==> config.mk <==
export PLATFORM = sky130hd
export DESIGN_NAME = sigmoid_pwl_pipe
export DESIGN_NICKNAME = d
export VERILOG_FILES = /design/src/rtl/sigmoid_pkg.sv /design/src/rtl/sigmoid_pwl_core.sv /design/src/rtl/sigmoid_pwl_pipe.sv
export SDC_FILE = /design/constraint.sdc
export NUM_CORES = 1
export LEC_CHECK = 0
export CORE_UTILIZATION = 54
export CTS_BUF_LIST = sky130_fd_sc_hd__clkbuf_16
export DETAILED_ROUTE_END_ITERATION = 7
export GPL_ROUTABILITY_DRIVEN = 1
export GPL_TIMING_DRIVEN = 0
export PLACE_DENSITY = 0.8
export SYNTH_ARGS = -nofsm -noshare
export SYNTH_HDL_FRONTEND = slang
export SYNTH_SLANG_ARGS = --single-unit
==> constraint.sdc <==
create_clock -name clk -period 2.6 [get_ports clk]
set_input_delay 0.78 -clock clk [delete_from_list [all_inputs] [get_ports clk]]
set_output_delay 0.78 -clock clk [all_outputs]
set_load 0.05 [all_outputs]
==> src/rtl/sigmoid_pkg.sv <==
// sigmoid_pkg: definitions shared by the sigmoid/tanh pipeline.
//   - Q-format width helpers (input width IW+FW, output width FW+2)
//   - HALF / ONE constants as functions of FW
//   - mode_e: MODE_SIGMOID / MODE_TANH
//   - stage_t: payload carried between pipeline stages. The i and fh fields
//     are sized to PAY_W so that one struct serves every legal IW/FW.
//     IW+FW must not exceed PAY_W. fh holds the fraction f after stage 1
//     and the shaped value h after stage 2.
package sigmoid_pkg;

  localparam int PAY_W = 32;

  typedef enum logic {
    MODE_SIGMOID = 1'b0,
    MODE_TANH    = 1'b1
  } mode_e;

  typedef struct packed {
    logic             neg;
    mode_e            mode;
    logic [PAY_W-1:0] i;
    logic [PAY_W-1:0] fh;
  } stage_t;

  function automatic int in_width(input int iw, input int fw);
    return iw + fw;
  endfunction

  function automatic int out_width(input int fw);
    return fw + 2;
  endfunction

  function automatic int unsigned half_val(input int fw);
    return 32'd1 << (fw - 1);
  endfunction

  function automatic int unsigned one_val(input int fw);
    return 32'd1 << fw;
  endfunction

endpackage

==> src/rtl/sigmoid_pwl_core.sv <==
// sigmoid_pwl_core: purely combinational math for the three pipeline stages.
// Each stage is independent, so the wrapper feeds each one from a different
// pipeline register.
//   x, mode -> mag_out : stage 1, sign split and magnitude
//   shp_in  -> shp_out : stage 2, power-of-two shape h
//   sel_in  -> y       : stage 3, final sigmoid or tanh value
// Optional macro TANH_MODE_EN: mode=MODE_TANH pre-doubles x, with
// saturation, and maps y to 2y-ONE. Without the macro, mode is carried
// along but has no effect.
module sigmoid_pwl_core
  import sigmoid_pkg::*;
#(
  parameter  int IW = 8,
  parameter  int FW = 8,
  localparam int W  = in_width(IW, FW),
  localparam int OW = out_width(FW)
) (
  input  logic [W-1:0]  x,
  input  logic          mode,
  output stage_t        mag_out,
  input  stage_t        shp_in,
  output stage_t        shp_out,
  input  stage_t        sel_in,
  output logic [OW-1:0] y
);

  localparam logic [PAY_W-1:0] HALF = PAY_W'(half_val(FW));
  localparam logic [PAY_W-1:0] ONE  = PAY_W'(one_val(FW));

  // Stage 1: magnitude. The W-bit negate of -2^(W-1) gives 2^(W-1).
  // Read as unsigned, this value is the correct magnitude.
  logic [W-1:0] xd;
  logic [W-1:0] m;

  always_comb begin
    xd = x;
`ifdef TANH_MODE_EN
    if (mode_e'(mode) == MODE_TANH) begin
      // A doubling overflows exactly when the top two bits differ.
      if (x[W-1] != x[W-2])
        xd = x[W-1] ? {1'b1, {(W-1){1'b0}}} : {1'b0, {(W-1){1'b1}}};
      else
        xd = {x[W-2:0], 1'b0};
    end
`endif
    m            = xd[W-1] ? -xd : xd;
    mag_out.neg  = xd[W-1];
    mag_out.mode = mode_e'(mode);
    mag_out.i    = PAY_W'(m[W-1:FW]);
    mag_out.fh   = PAY_W'(m[FW-1:0]);
  end

  // Stage 2: shape. f < 2^FW, so f>>2 < HALF, and the subtraction cannot wrap.
  always_comb begin
    shp_out = shp_in;
    if (shp_in.i >= PAY_W'(FW + 1))
      shp_out.fh = '0;
    else
      shp_out.fh = (HALF - (shp_in.fh >> 2)) >> shp_in.i;
  end

  // Stage 3: select. y_sig spans 0..ONE, and this range fits in OW bits.
  logic [OW-1:0] y_sig;

  always_comb begin
    y_sig = OW'(sel_in.neg ? sel_in.fh : (ONE - sel_in.fh));
    y     = y_sig;
`ifdef TANH_MODE_EN
    if (sel_in.mode == MODE_TANH)
      y = (y_sig << 1) - OW'(ONE);
`endif
  end

  // The magnitude index is dead after stage 2. The mode field is dead
  // when tanh support is not built.
  logic unused_sel;
  assign unused_sel = ^{sel_in.i, sel_in.mode};

endmodule

==> src/rtl/sigmoid_pwl_pipe.sv <==
// sigmoid_pwl_pipe: three-stage pipelined piecewise-linear sigmoid
// approximation on signed Q(IW.FW) samples. The result is Q(2.FW).
// Ports:
//   clk, rst_n         clock, asynchronous active-low reset
//   ena                block enable; when low, the pipeline freezes
//   in_valid/in_ready  input stream handshake; in_data is Q(IW.FW)
//   mode               0 = sigmoid, 1 = tanh (only with TANH_MODE_EN)
//   out_valid/out_ready output stream handshake; out_data is OW = FW+2 bits
// Optional macro TANH_MODE_EN enables the tanh mode.
//
// Handshake: a word moves on any cycle where valid and ready are both high.
// The stall condition is (held output valid) & ~out_ready. The
// stall is global: in_ready = ena & ~stall, and every stage register moves
// only on in_ready. So out_data/out_valid stay stable during a stall. While
// ena is low, out_valid is masked, so a frozen output is never consumed twice.
module sigmoid_pwl_pipe
  import sigmoid_pkg::*;
#(
  parameter  int IW = 8,
  parameter  int FW = 8,
  localparam int OW = out_width(FW)
) (
  input  logic               clk,
  input  logic               rst_n,
  input  logic               ena,
  input  logic               in_valid,
  output logic               in_ready,
  input  logic [IW+FW-1:0]   in_data,
  input  logic               mode,
  output logic               out_valid,
  input  logic               out_ready,
  output logic [OW-1:0]      out_data
);

  logic          v1, v2, ov_q;
  stage_t        s1_q, s2_q;
  stage_t        s1_next, s2_next;
  logic [OW-1:0] y_next;
  logic          stall;

  assign stall     = ov_q & ~out_ready;
  assign in_ready  = ena & ~stall;
  assign out_valid = ov_q & ena;

  sigmoid_pwl_core #(.IW(IW), .FW(FW)) u_core (
    .x       (in_data),
    .mode    (mode),
    .mag_out (s1_next),
    .shp_in  (s1_q),
    .shp_out (s2_next),
    .sel_in  (s2_q),
    .y       (y_next)
  );

  // Data registers load only behind a valid word. Bubbles leave the old
  // contents in place.
  always_ff @(posedge clk or negedge rst_n) begin
    if (!rst_n) begin
      v1       <= 1'b0;
      v2       <= 1'b0;
      ov_q     <= 1'b0;
      s1_q     <= '0;
      s2_q     <= '0;
      out_data <= '0;
    end else if (in_ready) begin
      v1   <= in_valid;
      v2   <= v1;
      ov_q <= v2;
      if (in_valid) s1_q     <= s1_next;
      if (v1)       s2_q     <= s2_next;
      if (v2)       out_data <= y_next;
    end
  end

endmodule

Yosys cells after proc, flatten, opt, wreduce, memory -nomap -nowiden
Index checks and enable logic that the tools add are counted.

Register bits after elaboration: 41. Input port bits: 22. Output and inout port bits: 12. Word-level logic and storage cells: 25.

Add/subtract/negate cells: 3. Magnitude comparators: 1. Shift-type cells: 1. Mux-type cells: 3. Bitwise operators: 5. Reductions and logical operators: 3.

Operator list (count): right shift 32 x 8 -> 10 bit (1); 2-to-1 mux 10 bit (2); 2-to-1 mux 16 bit (1); negation 16 bit (1); subtractor 9 x 10 -> 10 bit (first input constant) (1); subtractor 8 x 6 -> 9 bit (first input constant) (1); >= comparator 8 x 4 -> 1 bit (second input constant) (1); AND reduction 2 bit (3); bitwise AND 1 bit (3); NOT 1 bit (2).

Depth between registers and ports, before layout
Gate-level depths: netlist of run 1.

Depth after elaboration: 5. Depth in mapped cells: 7. Gate-level depth less buffers: 7.

By module
Synthesis of run 1 repeated with hierarchy kept, for this count alone.

Cells, all modules: 969. Area total of the unflattened synthesis: 9948.3 µm².

By module, submodules not included: sigmoid_pwl_pipe (times used 1, cells an instance 315, area an instance 5676.7 µm², seq. area each 3628.5 µm²); sigmoid_pwl_core (times used 1, cells an instance 654, area an instance 4271.6 µm², seq. area each 0.0 µm²).

Worst setup path after synthesis of run 1
Ideal clock, no wire load.

Kind: input -> register. From: input port out_ready. To: register s1_q[65] (netlist name). Library setup time: 125 ps. Arrival time: 2031 ps. Required time: 2475 ps. Path slack: 445 ps. Stages on the path: 6. Path buffers: 1. Path through: nand2b_1 nand2_1 inv_1 nand2_1 clkbuf_1 mux2_2.

Cells in the longest elaborated chain, start to end: 5.

Ends and longest elaborated chain: start, declared (RTL line sigmoid_pwl_pipe.sv:31) `input logic out_ready,`; NOT 1 bit (RTL line sigmoid_pwl_pipe.sv:41) `assign stall = ov_q & ~out_ready;`; bitwise AND 1 bit (RTL line sigmoid_pwl_pipe.sv:41); NOT 1 bit (RTL line sigmoid_pwl_pipe.sv:42) `assign in_ready = ena & ~stall;`; bitwise AND 1 bit (RTL line sigmoid_pwl_pipe.sv:42); net in_ready (RTL line sigmoid_pwl_pipe.sv:27) `output logic in_ready,`; AND reduction 2 bit (no source line); end signal, assigned (RTL line sigmoid_pwl_pipe.sv:69) `if (in_valid) s1_q <= s1_next;`; end, declared (RTL line sigmoid_pwl_pipe.sv:36) `stage_t s1_q, s2_q;`.

The timed path passes the listed nets, and every way through them passes these cells. A chain may end at the register's enable or synchronous reset.

Final worst setup path of run 1
From: input port out_ready. To: output port in_ready.

Cells in the longest elaborated chain, start to end: 4.

Ends and longest elaborated chain (RTL line): NOT 1 bit (sigmoid_pwl_pipe.sv:41); bitwise AND 1 bit (sigmoid_pwl_pipe.sv:41); NOT 1 bit (sigmoid_pwl_pipe.sv:42); bitwise AND 1 bit (sigmoid_pwl_pipe.sv:42); end, declared (sigmoid_pwl_pipe.sv:27).

No other way between the ends.

==> impl_metrics.ini, run 1 <==
[run_status]
status = finished with violations
violations = design-rule violations

[synthesis]
ys_warn_count = 0
synth-seq-area-share = 0.4004
synth-edff-count = 0
syn_area_per_cell_sq_um = 8.857
syn_nets = 278
ys.flop_type = dfrtp_1
synth_area_sq_mm = 0.002250
ys_types = 52
synth-seq-cells = 36
netlist_instances = 254
synthArstFlopShare = 1.000

[sta]
setup_viol = 0
hold_viol_final = 0
final.min_clock_period_ns = 2.512
min_period_over_period = 0.9663
rsz0062_at_grt = no
fin_ws_ns = 0.08772
setup-tns-final_ns = 0
slew_headroom = 0.4836
worst_pin_slew_ns = 0.7745
fmax_mhz = 398.0
finalClockSkew_ns = 0.004235
slew_violations = 0

[placed_design]
dp_slack_ns = -0.5634
hpwl_mm = 3.603
dpl.cell_count = 335
gp_congestion = 0.9397
port_buffers = 31

[worst_hold_path]
worstHoldEndpoint = v2
hold_start = v2
hold_class = flop to flop
hold_depth = 2

[power]
power_density_mw_per_mm2 = 969.4
p_total_mw = 2.696
irDropWorstVdd_uv = 392.6
p_leak_nw = 1.162

[setup_path]
worstReg2RegEnd = s2_q[2]
path_cells = clkdlybuf4s50_1 -> nand2b_1 -> nand2_1 -> inv_2 -> buf_6
critPathMaxFanout = 4
reg2reg_slack_ns = 0.52
crit_required_ns = 1.82
r2r_cells = 7
r2r-start = s1_q[2]
arrival_ns = 1.73
critPathLaunchType = primary input
cpMaxStageDelayCell = clkdlybuf4s50_1
critPathMaxStageDelay_ns = 0.45
cp-end-kind = primary output
criticalPathCategory = primary input to primary output

[clock_network]
cts_hold_buf = 0
clk_pin_slew_ns = 0.06
cts_tree = built
cts_setup_buffers = 0
cts-htree-levels = 2
cts_sinks = 36
cts.path.max_buffers = 2
clock_latency_ns = 0.28
cts_buffers = 5
cts-root-buf = clkbuf_16

[detailed_routing]
drc = 2
antenna_left = 0
totalWireLength_mm = 4.737
dr.pass1.iters = 6
drt_iter0_drc = 56
via_count = 1969
via_per_inst = 5.741
wl_per_cell_microns = 13.81

[final_layout]
final_util = 0.6953
drive_gt1_frac = 0.09898
nNetsFinal = 316
area_delta_synth_final_pct = 23.64
final_cells = 343
diodes = 0

[die]
die_h_microns = 66.55
die_x_microns = 66.55
num_rows = 23
dieArea_sq_mm = 0.004428
core-area_sq_mm = 0.004000
io_pins = 34
initial_core_util = 0.5624

[global_route]
grt_pass1_wl_mm = 8.148
antenna_found_initial = 0
grt_max_degree = 37
grt-ovfl-total = 0
grtUsageTotal = 0.2484
grt_pass1_vias = 1832

[job]
drv_cap = 0
-- per-layer routing --
| layer | vias to the layer above | GRT usage | part of all wire |
|---|---|---|---|
| li1 | 991 | - | - |
| met1 | 902 | 0.2680 | 0.41 |
| met2 | 68 | 0.4520 | 0.52 |
| met3 | 8 | 0.05479 | 0.050 |
| met4 | 0 | 0.1197 | 0.017 |
| met5 | - | 0 | 0 |
-- how the worst max path moves through the flow --
stage | from | endpoint | cells after the start | slack (ns)
after detailed placement | out_ready | in_ready | 5 | -0.56
final | out_ready | in_ready | 5 | 0.09
after global placement | out_ready | in_ready | 5 | -0.56
after CTS | ena | out_valid | 3 | 0.03
after floorplan | out_ready | s1_q[65] | 6 | 0.44
after global routing | out_ready | in_ready | 5 | 0.01
-- cell type report --
class | instances | area (sq um)
Buffer | 13 | 81.33
Multi-Input combinational cell | 197 | 1237
Inverter | 8 | 30.03
Tap cell | 50 | 62.56
Clock inverter | 3 | 42.54
Clock buffer | 5 | 125.1
Sequential cell | 36 | 900.9
Fill cell | 346 | 1219
Timing Repair Buffer | 31 | 301.5
-- registers in the layout, indices dropped and copies added (netlist names) --
| name | flops |
|---|---|
| ov_q | 1 |
| s2_q | 9 |
| out_data | 9 |
| s1_q | 15 |
| v2 | 1 |
| v1 | 1 |
-- stage by stage --
step / area (sq um) / hold slack, ns
4_1_cts: 2784 / 0.4831
3_3_place_gp: 2623 / 0.4605
2_1_floorplan: 2250 / 0.4331
5_1_grt: 2781 / 0.5034
6_report: 2781 / 0.4782
3_5_place_dp: 2618 / 0.4702
-- cell usage after synthesis, types with 2 or more instances --
cell type / instances / area [sq um]
o22ai_1: 2 / 12.51
nand2b_1: 4 / 25.02
ha_1: 2 / 25.02
xnor2_1: 10 / 87.58
a21oi_1: 9 / 45.04
buf_6: 2 / 22.52
mux2_2: 2 / 22.52
o211ai_1: 3 / 22.52
dfrtp_1: 36 / 900.9
nor3b_1: 2 / 15.01
clkbuf_1: 8 / 30.03
a22o_1: 2 / 17.52
nor2_1: 14 / 52.55
o31ai_1: 5 / 37.54
nor4_1: 3 / 18.77
buf_4: 2 / 15.01
o21ai_0: 32 / 160.2
nand3_1: 2 / 10.01
nor3_1: 8 / 40.04
nand2_1: 43 / 161.4
nand4_1: 4 / 25.02
inv_1: 8 / 30.03
mux4_2: 2 / 45.04
a31oi_1: 2 / 12.51
a32o_1: 2 / 20.02
or3_1: 5 / 31.28
and3_1: 2 / 12.51
mux2i_1: 2 / 20.02
xor2_1: 12 / 105.1
a21o_1: 2 / 15.01
-- report_power, final --
part / switching [mW] / internal, mW / leakage, nW
registers: 0.122 / 0.716 / 0.462
clock network: 0.223 / 0.450 / 0.0798
logic: 0.705 / 0.480 / 0.620
-- worst max-delay path, delay by kind of cell --
kind	cells	cell delay (ns)
buffers and inverters	3	0.71
and+or+nand+nor	2	0.25
-- logic make-up (layout without fill, tap and decap cells) --
kind of cell	count (synthesis)	after routing	share of synthesized area
compound gates	70	70	0.1969
xor+xnor	22	22	0.08565
fa+ha+maj	2	2	0.01112
buf+inv	21	60	0.04950
flops	36	36	0.4004
mux	6	6	0.03893
other cells	1	1	0.001667
simple gates	96	96	0.2158
-- cell usage in the layout, fill, tap and decap left out, drive strengths merged, types with 3 or more instances in the layout --
cell type	n
dfrtp	36
nand4	4
xor2	12
nor4	4
o21ai	32
buf	7
o211ai	3
nor3	9
a21oi	9
clkbuf	14
nor2	14
or3	7
inv	8
clkdlybuf4s50	28
nand2	43
xnor2	10
o31ai	5
nand2b	4
-- what timing repair did --
action | 4_1_cts | 5_1_grt
setup endpoints to repair | 2 | 2
hold endpoints to repair | 0 | 0
gates resized for setup | 9 | 4
No activity file was read; power rests on OpenSTA's default activity.
==> run 2, diff against run 1 <==
CORE_UTILIZATION = 50   (was 54)
PLACE_DENSITY = 0.75   (was 0.8)
==> run 2 against run 1 <==
Effect of this change:
- the flow now finishes without violations
- clock power shrank 16%
- fmax is 1.9% lower
- combinational power about the same
- clock-buffer cell count stayed put
- design area fell by 0.67%
- non-clock buffer count stayed put
- global-route usage fell by 3.6 points
- sequential cell count unchanged
- register-to-register slack better by 0.08 ns
- sequential share of layout area increased by 0.22 points
- critical endpoint is now out_valid
- largest cell class unchanged
==> impl_metrics.ini, run 2 (synthesis results as in run 1) <==
[final_layout]
most-common-layout-cells = nand2_1, dfrtp_1, o21ai_0, clkdlybuf4s50_1, nor2_1
largest_reg_flops = 15
layout.area.seq_sq_um = 900.9
area_delta_synth_final_pct = 22.80
diodes = 0
largest-register = s1_q
multi_input_area_sq_mm = 0.001237
layout_commonest_cell = nand2_1
nFillCells = 393
top_regs = s1_q x15, out_data x9, s2_q x9
drive_gt1_frac = 0.09215
nNetsFinal = 316

[placed_design]
gp_congestion = 0.9034
hpwl_mm = 3.552
port_buffers = 31

[global_route]
grt_pass1_vias = 1843
grt_pass1_wl_mm = 8.148
grt-ovfl-total = 0
grtUsageTotal = 0.2120
grt_max_degree = 37
antenna_found_initial = 0

[sta]
worst_pin_slew_ns = 0.7902
slew_violations = 0
finalClockSkew_ns = 0.005437
final.min_clock_period_ns = 2.561
slew_headroom = 0.4732
min_period_over_period = 0.9850
setup_viol = 0
setup-tns-final_ns = 0
timing.hold.ws_ns = 0.4725
hold_viol_final = 0
fmax_mhz = 390.5
rsz0062_at_grt = no

[detailed_routing]
via_count = 1941
via_per_inst = 5.626
drt_iter0_drc = 99
wl_per_cell_microns = 13.56
drc = 0
antenna_left = 0
totalWireLength_mm = 4.678
dr.pass1.iters = 4

[clock_network]
cts_buffers = 5
cts.path.max_buffers = 2
cts-root-buf = clkbuf_16
cts_sinks = 36
cts_hold_buf = 0
cts_tree = built
cts_setup_buffers = 0
clock_latency_ns = 0.28
clk_pin_slew_ns = 0.05
cts-htree-levels = 2

[setup_path]
arrival_ns = 1.78
criticalPathCategory = primary input to primary output
critPathLaunchType = primary input
crit_required_ns = 1.82
r2r_cells = 6
critPathMaxFanout = 4
cp-end-kind = primary output

[power]
p_leak_nw = 1.149
power_density_mw_per_mm2 = 937.8
irDropWorstVdd_uv = 334.2

[worst_hold_path]
hold_class = flop to flop
hold_depth = 2

[die]
num_rows = 24
dieArea_sq_mm = 0.004771
die_x_microns = 69.08
die_h_microns = 69.08
core-area_sq_mm = 0.004324
io_pins = 34
initial_core_util = 0.5203

[job]
drv_cap = 0

[run_status]
status = finished clean
-- run 2: changes by cell type in the layout (fill, tap and decap cells not counted) --
cell	previous run	this run
clkdlybuf4s15_2	0	1
inv_1	7	8
bufinv_16	1	0
clkinv_2	1	0
clkinv_1	0	1
buf_2	2	1
-- run 2: final timing paths --
path                              from  slack (ns)     endpoint
max                                ena        0.04    out_valid
min                        out_data[7]        0.47  out_data[7]
max reg2reg                    s1_q[5]        0.60      s2_q[1]
min reg2reg                out_data[7]        0.47  out_data[7]
max in group asynchronous        rst_n        1.52      s1_q[3]
min in group asynchronous        rst_n        0.59  out_data[8]
-- run 2: power by group --
part	total (mW)	internal, mW	switching, mW
sequential	0.834	0.716	0.118
combinational	1.19	0.482	0.711
clock	0.563	0.347	0.215
-- run 2: stage by stage --
stage / cells / cell area (sq um) / util / power (mW) / worst slack, ns
6_report: 345 / 2763 / 0.6389 / 2.591 / 0.03902
5_1_grt: 345 / 2763 / 0.6389 / 2.755 / 0.01818
4_1_cts: 345 / 2759 / 0.6380 / 2.603 / 0.03399
3_5_place_dp: 337 / 2620 / 0.6059 / 2.028 / -0.5632
3_3_place_gp: 337 / 2625 / 0.6071 / 2.009 / -0.5664
2_1_floorplan: 254 / 2250 / - / 1.698 / 0.4447
-- run 2: what timing repair did --
action / CTS / global route
endpoints found under the setup margin: 2 / 1
gates resized for setup: 9 / 2
pin swaps: 0 / 0
-- run 2: final cells by class --
type	count	area share
sequential	36	0.3261
clock buffer	5	0.04529
multi-input combinational	197	0.4479
inverter	8	0.01087
timing repair buffer	31	0.1114
clock inverter	3	0.005435
tap	52	0.02355
buffer	13	0.02944
-- run 2: worst max-delay path, cell delays in order --
cell and delay (ns):
clkdlybuf4s50_1 0.50, and2_1 0.14, clkdlybuf4s15_2 0.36
-- run 2: routing by layer --
metal	GRT usage	vias up	part of all wire
met4	0.08844	0	0.026
met2	0.3581	49	0.49
met3	0.04532	12	0.035
li1	-	990	-
met5	0	-	0
met1	0.2620	890	0.44
